File: src/rtl/executor_pkg.sv
// ============================================================================
//  Module      : executor_pkg
//  Description : Opcodes, action word layout and bus-size defaults shared by
//                the executor and its ALU.
//  Revision    : 1.0
// ============================================================================
`default_nettype none

`ifndef BYTE_BUS
`define BYTE_BUS 8
`endif
`ifndef DATA_BUS
`define DATA_BUS 32
`endif
`ifndef MAX_VAL_LEN
`define MAX_VAL_LEN 16
`endif
`ifndef HDR_MAX_LEN
`define HDR_MAX_LEN 64
`endif
`ifndef NUM_HEADERS
`define NUM_HEADERS 16
`endif

package executor_pkg;

   localparam int ACT_BYTES = 4;

   typedef enum logic [7:0] {
      OP_END     = 8'd0,
      OP_SET     = 8'd1,
      OP_ADD     = 8'd2,
      OP_DEC_SAT = 8'd3,
      OP_FWD     = 8'd4,
      OP_DROP    = 8'd5
   } opcode_e;

   // op is kept as a raw byte so undefined opcodes survive to the decoder.
   typedef struct packed {
      logic [7:0] op;
      logic [3:0] hdr_id;
      logic [7:0] off;
      logic [7:0] imm;
   } action_t;

   function automatic logic [7:0] dec_sat(input logic [7:0] v);
      return (v == 8'd0) ? 8'd0 : v - 8'd1;
   endfunction

endpackage

`default_nettype wire

File: src/rtl/executor_alu.sv
// ============================================================================
//  Module      : executor_alu
//  Description : Combinational byte datapath for SET, ADD and DEC_SAT.
//  Revision    : 1.0
// ============================================================================
`default_nettype none

module executor_alu
   import executor_pkg::*;
(
   input  logic [7:0] op_i,
   input  logic [7:0] old_i,
   input  logic [7:0] imm_i,
   output logic [7:0] new_o
);

   always_comb begin
      new_o = old_i;
      case (op_i)
         OP_SET:     new_o = imm_i;
         OP_ADD:     new_o = old_i + imm_i;
         OP_DEC_SAT: new_o = dec_sat(old_i);
         default:    new_o = old_i;
      endcase
   end

endmodule

`default_nettype wire

File: src/rtl/executor.sv
// ============================================================================
//  Module      : executor
//  Description : Applies a flow-table action list to a packet header, one
//                action per cycle. Optional macro EXECUTOR_BOUNDS_CHECK_EN
//                rejects out-of-range byte targets instead of wrapping them.
//  Revision    : 1.0
// ============================================================================
`default_nettype none

`ifndef BYTE_BUS
`define BYTE_BUS 8
`endif
`ifndef DATA_BUS
`define DATA_BUS 32
`endif
`ifndef MAX_VAL_LEN
`define MAX_VAL_LEN 16
`endif
`ifndef HDR_MAX_LEN
`define HDR_MAX_LEN 64
`endif
`ifndef NUM_HEADERS
`define NUM_HEADERS 16
`endif

module executor
   import executor_pkg::*;
(
   input  logic                                       clk,
   input  logic                                       rst,
   input  logic                                       start_i,
   input  logic                                       is_match_i,
   input  logic [`MAX_VAL_LEN-1:0][`BYTE_BUS-1:0]     flow_val_i,
   input  logic [`HDR_MAX_LEN-1:0][`BYTE_BUS-1:0]     pkt_hdr_i,
   input  logic [`NUM_HEADERS-1:0][`DATA_BUS-1:0]     parsed_hdrs_i,
   input  logic                                       mod_start_i,
   input  logic [7:0]                                 mod_default_port_i,
   input  logic                                       mod_miss_drop_i,
   output logic                                       ready_o,
   output logic [`HDR_MAX_LEN-1:0][`BYTE_BUS-1:0]     pkt_hdr_o,
   output logic [7:0]                                 port_o,
   output logic                                       drop_o,
   output logic                                       err_o
);

   localparam int HDR_LEN = `HDR_MAX_LEN;
   localparam int NUM_ACT = `MAX_VAL_LEN / ACT_BYTES;
   localparam int IDX_W   = (NUM_ACT > 1) ? $clog2(NUM_ACT) : 1;
   localparam int ADDR_W  = $clog2(HDR_LEN);

   typedef enum logic [0:0] {
      FREE = 1'b0,
      EXEC = 1'b1
   } state_e;

   state_e                                    state_q, state_d;
   logic [HDR_LEN-1:0][`BYTE_BUS-1:0]         hdr_q, hdr_d;
   action_t [NUM_ACT-1:0]                     acts_q, acts_d;
   logic [`NUM_HEADERS-1:0][`DATA_BUS-1:0]    offs_q, offs_d;
   logic [IDX_W-1:0]                          idx_q, idx_d;
   logic [7:0]                                port_q, port_d;
   logic [7:0]                                def_port_q, def_port_d;
   logic                                      miss_drop_q, miss_drop_d;
   logic                                      drop_q, drop_d;
   logic                                      err_q, err_d;
   logic                                      ready_q, ready_d;

   action_t [NUM_ACT-1:0]                     act_in;
   logic [NUM_ACT-1:0]                        unused_hdr_id_hi;

   for (genvar a = 0; a < NUM_ACT; a++) begin : g_decode
      assign act_in[a].op      = flow_val_i[ACT_BYTES*a];
      assign act_in[a].hdr_id  = flow_val_i[ACT_BYTES*a+1][3:0];
      assign act_in[a].off     = flow_val_i[ACT_BYTES*a+2];
      assign act_in[a].imm     = flow_val_i[ACT_BYTES*a+3];
      assign unused_hdr_id_hi[a] = |flow_val_i[ACT_BYTES*a+1][7:4];
   end

   action_t            cur;
   logic [31:0]        target;
   logic [ADDR_W-1:0]  addr;
   logic               oob;
   logic [7:0]         alu_byte;
   logic               last;
   logic               done;

   assign cur    = acts_q[idx_q];
   assign target = 32'(offs_q[cur.hdr_id]) + 32'(cur.off);
   assign addr   = target[ADDR_W-1:0];
   assign last   = (idx_q == IDX_W'(NUM_ACT - 1));

`ifdef EXECUTOR_BOUNDS_CHECK_EN
   assign oob = (target >= 32'(HDR_LEN));
`else
   // Upper target bits are intentionally dropped so addresses wrap.
   logic unused_target_hi;
   assign oob              = 1'b0;
   assign unused_target_hi = |target[31:ADDR_W];
`endif

   executor_alu u_alu (
      .op_i  (cur.op),
      .old_i (hdr_q[addr]),
      .imm_i (cur.imm),
      .new_o (alu_byte)
   );

   always_comb begin
      state_d     = state_q;
      hdr_d       = hdr_q;
      acts_d      = acts_q;
      offs_d      = offs_q;
      idx_d       = idx_q;
      port_d      = port_q;
      def_port_d  = def_port_q;
      miss_drop_d = miss_drop_q;
      drop_d      = drop_q;
      err_d       = err_q;
      ready_d     = 1'b0;
      done        = 1'b0;

      case (state_q)
         FREE: begin
            if (mod_start_i) begin
               def_port_d  = mod_default_port_i;
               miss_drop_d = mod_miss_drop_i;
            end else if (start_i) begin
               hdr_d  = pkt_hdr_i;
               port_d = def_port_q;
               err_d  = 1'b0;
               if (is_match_i) begin
                  drop_d  = 1'b0;
                  acts_d  = act_in;
                  offs_d  = parsed_hdrs_i;
                  idx_d   = '0;
                  state_d = EXEC;
               end else begin
                  drop_d  = miss_drop_q;
                  ready_d = 1'b1;
               end
            end
         end

         EXEC: begin
            case (cur.op)
               OP_END: done = 1'b1;
               OP_SET, OP_ADD, OP_DEC_SAT: begin
                  if (oob) err_d = 1'b1;
                  else     hdr_d[addr] = alu_byte;
               end
               OP_FWD:  port_d = cur.imm;
               OP_DROP: begin
                  drop_d = 1'b1;
                  done   = 1'b1;
               end
               default: err_d = 1'b1;
            endcase

            if (done || last) begin
               ready_d = 1'b1;
               idx_d   = '0;
               state_d = FREE;
            end else begin
               idx_d = idx_q + IDX_W'(1);
            end
         end

         default: state_d = FREE;
      endcase
   end

   always_ff @(posedge clk) begin
      if (rst) begin
         state_q     <= FREE;
         hdr_q       <= '0;
         acts_q      <= '0;
         offs_q      <= '0;
         idx_q       <= '0;
         port_q      <= '0;
         def_port_q  <= '0;
         miss_drop_q <= 1'b0;
         drop_q      <= 1'b0;
         err_q       <= 1'b0;
         ready_q     <= 1'b0;
      end else begin
         state_q     <= state_d;
         hdr_q       <= hdr_d;
         acts_q      <= acts_d;
         offs_q      <= offs_d;
         idx_q       <= idx_d;
         port_q      <= port_d;
         def_port_q  <= def_port_d;
         miss_drop_q <= miss_drop_d;
         drop_q      <= drop_d;
         err_q       <= err_d;
         ready_q     <= ready_d;
      end
   end

   assign ready_o   = ready_q;
   assign pkt_hdr_o = hdr_q;
   assign port_o    = port_q;
   assign drop_o    = drop_q;
   assign err_o     = err_q;

endmodule

`default_nettype wire

File: config.mk
export PLATFORM = sky130hd
export DESIGN_NAME = executor
export DESIGN_NICKNAME = d
export VERILOG_FILES = /design/src/rtl/executor_pkg.sv /design/src/rtl/executor_alu.sv /design/src/rtl/executor.sv
export SDC_FILE = /design/constraint.sdc
export NUM_CORES = 2
export LEC_CHECK = 0
export ABC_AREA = 0
export CORE_AREA = 2 2 661 663
export DETAILED_ROUTE_END_ITERATION = 16
export DIE_AREA = 0 0 663 665
export GPL_ROUTABILITY_DRIVEN = 0
export MAX_ROUTING_LAYER = met4
export PLACE_DENSITY = 0.38
export SETUP_SLACK_MARGIN = 0.4
export SYNTH_ARGS = -nofsm -noshare
export SYNTH_HDL_FRONTEND = slang
export SYNTH_SLANG_ARGS = --single-unit
File: constraint.sdc
create_clock -name clk -period 19.1 [get_ports clk]
set_clock_uncertainty 0.05 [all_clocks]
set_input_delay 3.82 -clock clk [delete_from_list [all_inputs] [get_ports clk]]
set_output_delay 3.82 -clock clk [all_outputs]
set_load 0.005 [all_outputs]
==> metrics.md <==
| Metric | Value |
|---|---|
| Worst Max-Slew Pin Slew | `between 1.5 and 2 ns` |
| Comb power frac | `30.9%` |
| Worst setup SP type | `flop` |
| Gate Count Post-Synth | `about 5.4k` |
| CP arrival | `~12 ns` |
| Residual DRC count | `0` |
| R2R Setup Slk | `around 7.3 ns` |
| Final ANT Viol Nets | `0` |
| Post-synthesis compound-gate area fraction | `roughly 28%` |
| Tightest Hold Check Type | `reg -> reg` |
| Total internal power | `3440 uW` |
| Fin. Hold Viols | `0` |
| First-pass GRT wire length | `581000 um` |
| Synth Area per Inst | `between 7 and 8 um2` |
| Total GRT Usage | `about a fifth` |
| CP Data Required Time | `about 20 ns` |
| # fillers | `between 40k and 50k` |
| Setup crit end | `pkt_hdr_o[6]` |
| Synth Area in Adders | `0.453%` |
| Async SR Flop Fraction | `0%` |
| Worst-path fanout max | `slightly above 50` |
| Crit path capture type | `flop` |
| Register bit count reported by yosys | `around 740` |
| DP Area | `between 0.06 and 0.07 mm2` |
| Reg2reg end | `pkt_hdr_o[6]` |
| Top cell type's share of synthesized area | `roughly 37%` |
| Maximum operating frequency | `around 85 MHz` |
| Cts hold-fix bufs | `0` |
| Largest net degree at the start of global routing | `108` |
| Ports | `around 1.7k` |
| Clock tree sinks | `735` |
| Die X | `between 600 and 700 um` |
| Simple-Gate Fraction of Synth Area | `22.2%` |
| Main combinational cell family by area after synthesis | `compound AO/OA/AOI/OAI gates` |
| Number of I/O port buffers | `between 1k and 1.5k` |
| Proportion of layout cells with a drive suffix above 1 | `roughly a tenth` |
| CTS Buffer Depth | `4` |
| EDFF count, synth | `0` |
| Initial antenna violation count | `210` |
| RSZ-0062 raised after global routing | `no` |
| Worst path cell trace | `buf_4 > mux4_2 > buf_4 > mux4_2 > mux2i_1 > a21oi_1 > ha_4 > fa_4 > xnor2_4 > buf_4 > buf_12 > buf_4 > mux4_2 > nor2_1 > nor3_1 > o32ai_2 > nand2_1 > o32a_1 > or4_1 > o41ai_1 > a22o_4 > buf_4 > o31ai_1 > a211oi_1` |
| Crit path launch | `idx_q[0]` |
| Net Switching | `2300 uW` |
| Post-CTS setup buffers | `0` |
| Crit path top cell by count | `buf_4` |
| Worst Reg-to-Reg Cells | `24` |
| WS Path Type | `reg -> reg` |
| Mux contribution to synthesized area | `6.76%` |
| Avg Vias per Cell | `4.10` |
| Most used DFF post-synth | `dfxtp_1` |
| Min Clock Period, post-route | `around 12 ns` |
| Synth area leaders | `dfxtp_1 (37%), nor2_1 (8.6%), nand2_1 (8.0%), a21oi_1 (6.1%), a211oi_1 (4.3%)` |
| Slowest stage delay, CP | `1.08 ns` |
| Status | `finished, violations left` |
| Vias in the first global route | `slightly below 50k` |
| Most area-hungry cell type in the Yosys netlist | `dfxtp_1` |
| Design area | `between 0.06 and 0.07 mm2` |
| Gr ovfl total | `0` |
| Site Rows | `242` |
| Failing checks | `capacitance limit, slew limit` |
| Final Power | `around 5700 uW` |
| Peak supply drop | `around 0.07 mV` |
| Power Density | `a little under 90 mW/mm2` |
| Clock Pin Slew Worst Setup and Hold Paths | `approximately 0.060 ns` |
| Synth Net Count | `between 6k and 7k` |
| Hpwl dp | `371000 um` |
| TritonCTS clock tree | `built` |
| Sw frac | `40.1%` |
| Initial detailed-routing violation count | `between 6k and 7k` |
| Routed via count | `approximately 51k` |
| Sequential Power Share | `31.0%` |
| Layout area overhead | `59.8%` |
| Mapped Area | `0.0403 mm2` |
| Final worst-path cycle share | `~62%` |
| Setup TNS | `0 ns` |
| Starting Density | `a little over 9%` |
| Worst path slowest cell | `o32ai_2` |
| Max Slew Vio Count | `2` |
| Htree depth | `3` |
| Die ar. | `0.441 mm2` |
| Drt total wl | `469000 um` |
| Max Cap Violations | `1` |
| P_leak | `between 0.02 and 0.025 uW` |
| YS warnings | `0` |
| Drt first pass iters | `5` |
| Clock share of power | `38.0%` |
| Sequential share of the synthesized area | `36.5%` |
| Worst skew pair latency | `a little under 0.9 ns` |
| WL/cell | `between 30 and 40 um` |
| Netlist cell types | `87` |
| Synth Area in XOR/XNOR | `less than 1%` |
| Num CTS Buffers | `110` |
| Count of final setup violators | `0` |
| Core ar. | `roughly 0.43 mm2` |
| NumNets Final | `roughly 7.7k` |
| Rel. slew slack | `-1.21%` |
| Post_cts resized | `0` |
| Worst r2r src | `idx_q[0]` |
| Die Span Y | `approximately 670 um` |
| CTS root buffer | `clkbuf_16` |
-- stage by stage --
stage          cells  worst slack (ns)  util (%)  hold WS (ns)
5_1_grt        12456              7.07      14.8         0.419
3_3_place_gp   12131              7.24      13.9         0.390
4_1_cts        12325              7.27      14.8         0.401
3_5_place_dp   12131              7.30      13.9         0.392
2_1_floorplan   5392             11.39         -         0.381
6_report       12476              7.32      14.9         0.399
-- cells in the mapped netlist (all sizes together), types with 17 or more instances --
library cell,n
o31a,37
nor2,921
mux2i,82
o221ai,17
a211oi,232
o31ai,70
inv,118
nand3,159
a21boi,70
a21oi,488
mux4,74
a221oi,37
nand2,858
buf,102
mux2,21
o311a,92
a311oi,118
dfxtp,735
o21ai,311
nor3,156
o22ai,28
a21o,44
clkbuf,373
a22oi,24
-- worst max-delay path: cells and delay by family, from the launching register on --
kind	cells	cell delay (ns)
and+or+nand+nor	4	1.13
xor gates and xnor gates	1	0.18
adders and majority gates	2	0.85
muxes	4	1.87
DFF	1	0.31
AOI/OAI and AO/OA	7	3.46
buffers and inverters	6	3.22
-- power by group through the flow --
stage                     registers, uW  clock network, uW  logic (uW)
after detailed placement           1810                  0        1770
after CTS                          1780               2230        1780
after global routing               1780               2280        1820
after global placement             1810                  0        1780
final                              1780               2180        1770
after floorplan                    1730                  0         606
-- flip-flops by register name, summed over array words and instances (netlist names), 2 cells and up --
signal and count:
idx_q 2, acts_q 104, pkt_hdr_o 512, def_port_q 8, offs_q 96, port_o 8
-- layout by cell type (no fill, tap or decap), types with 22 or more instances in the layout --
master / count
clkdlybuf4s50_1: 1247
nor2_1: 901
nand2_1: 845
dfxtp_1: 732
a21oi_1: 472
o21ai_0: 262
a211oi_1: 231
buf_4: 227
nand3_1: 156
nor3_1: 154
diode_2: 151
a311oi_1: 118
inv_1: 115
clkbuf_16: 111
o311a_1: 92
mux2i_1: 82
mux4_2: 74
a21boi_0: 70
o31ai_1: 68
a21o_1: 44
o21ai_1: 43
o31a_1: 37
o22ai_1: 28
a22oi_1: 23
a221oi_1: 22
clkbuf_1: 22
-- worst min-delay path by stage --
| stage | from | endpoint | slack, ns | depth (start not counted) |
|---|---|---|---|---|
| 2_1_floorplan | acts_q[107] | acts_q[107] | 0.38 | 2 |
| 3_3_place_gp | acts_q[61] | acts_q[61] | 0.39 | 2 |
| 3_5_place_dp | acts_q[26] | acts_q[26] | 0.39 | 2 |
| 4_1_cts | acts_q[26] | acts_q[26] | 0.40 | 2 |
| 5_1_grt | acts_q[20] | acts_q[20] | 0.42 | 2 |
| 6_report | acts_q[80] | acts_q[80] | 0.40 | 2 |
-- metal layers --
metal	GRT usage, %	share of wire, %	up-vias
met4	9.65	5.5	0
met5	-	0	-
met2	31.5	44	2981
met1	25.0	41	25687
met3	7.05	9.6	656
li1	-	-	21834
-- cell families (layout without fill, tap and decap cells) --
logic type / after synthesis / in the layout
compound gates: 1675 / 1675
xor+xnor: 6 / 6
fa+ha+maj: 14 / 14
buf+inv: 593 / 1792
flops: 735 / 735
mux: 177 / 177
other cells: 0 / 151
simple gates: 2192 / 2192
-- cell type report --
class                           instances  area (um2)  share of cell area [%]
Antenna cell                          151         378                   0.587
Clock buffer                          153        3140                    4.87
Clock inverter                         41         528                   0.820
Inverter                              118         454                   0.705
Multi-Input combinational cell       4064       23700                    36.8
Sequential cell                       735       14700                    22.9
Tap cell                             5734        7170                    11.1
Timing Repair Buffer                 1480       14300                    22.2
Power figures use the tool's default switching activity.
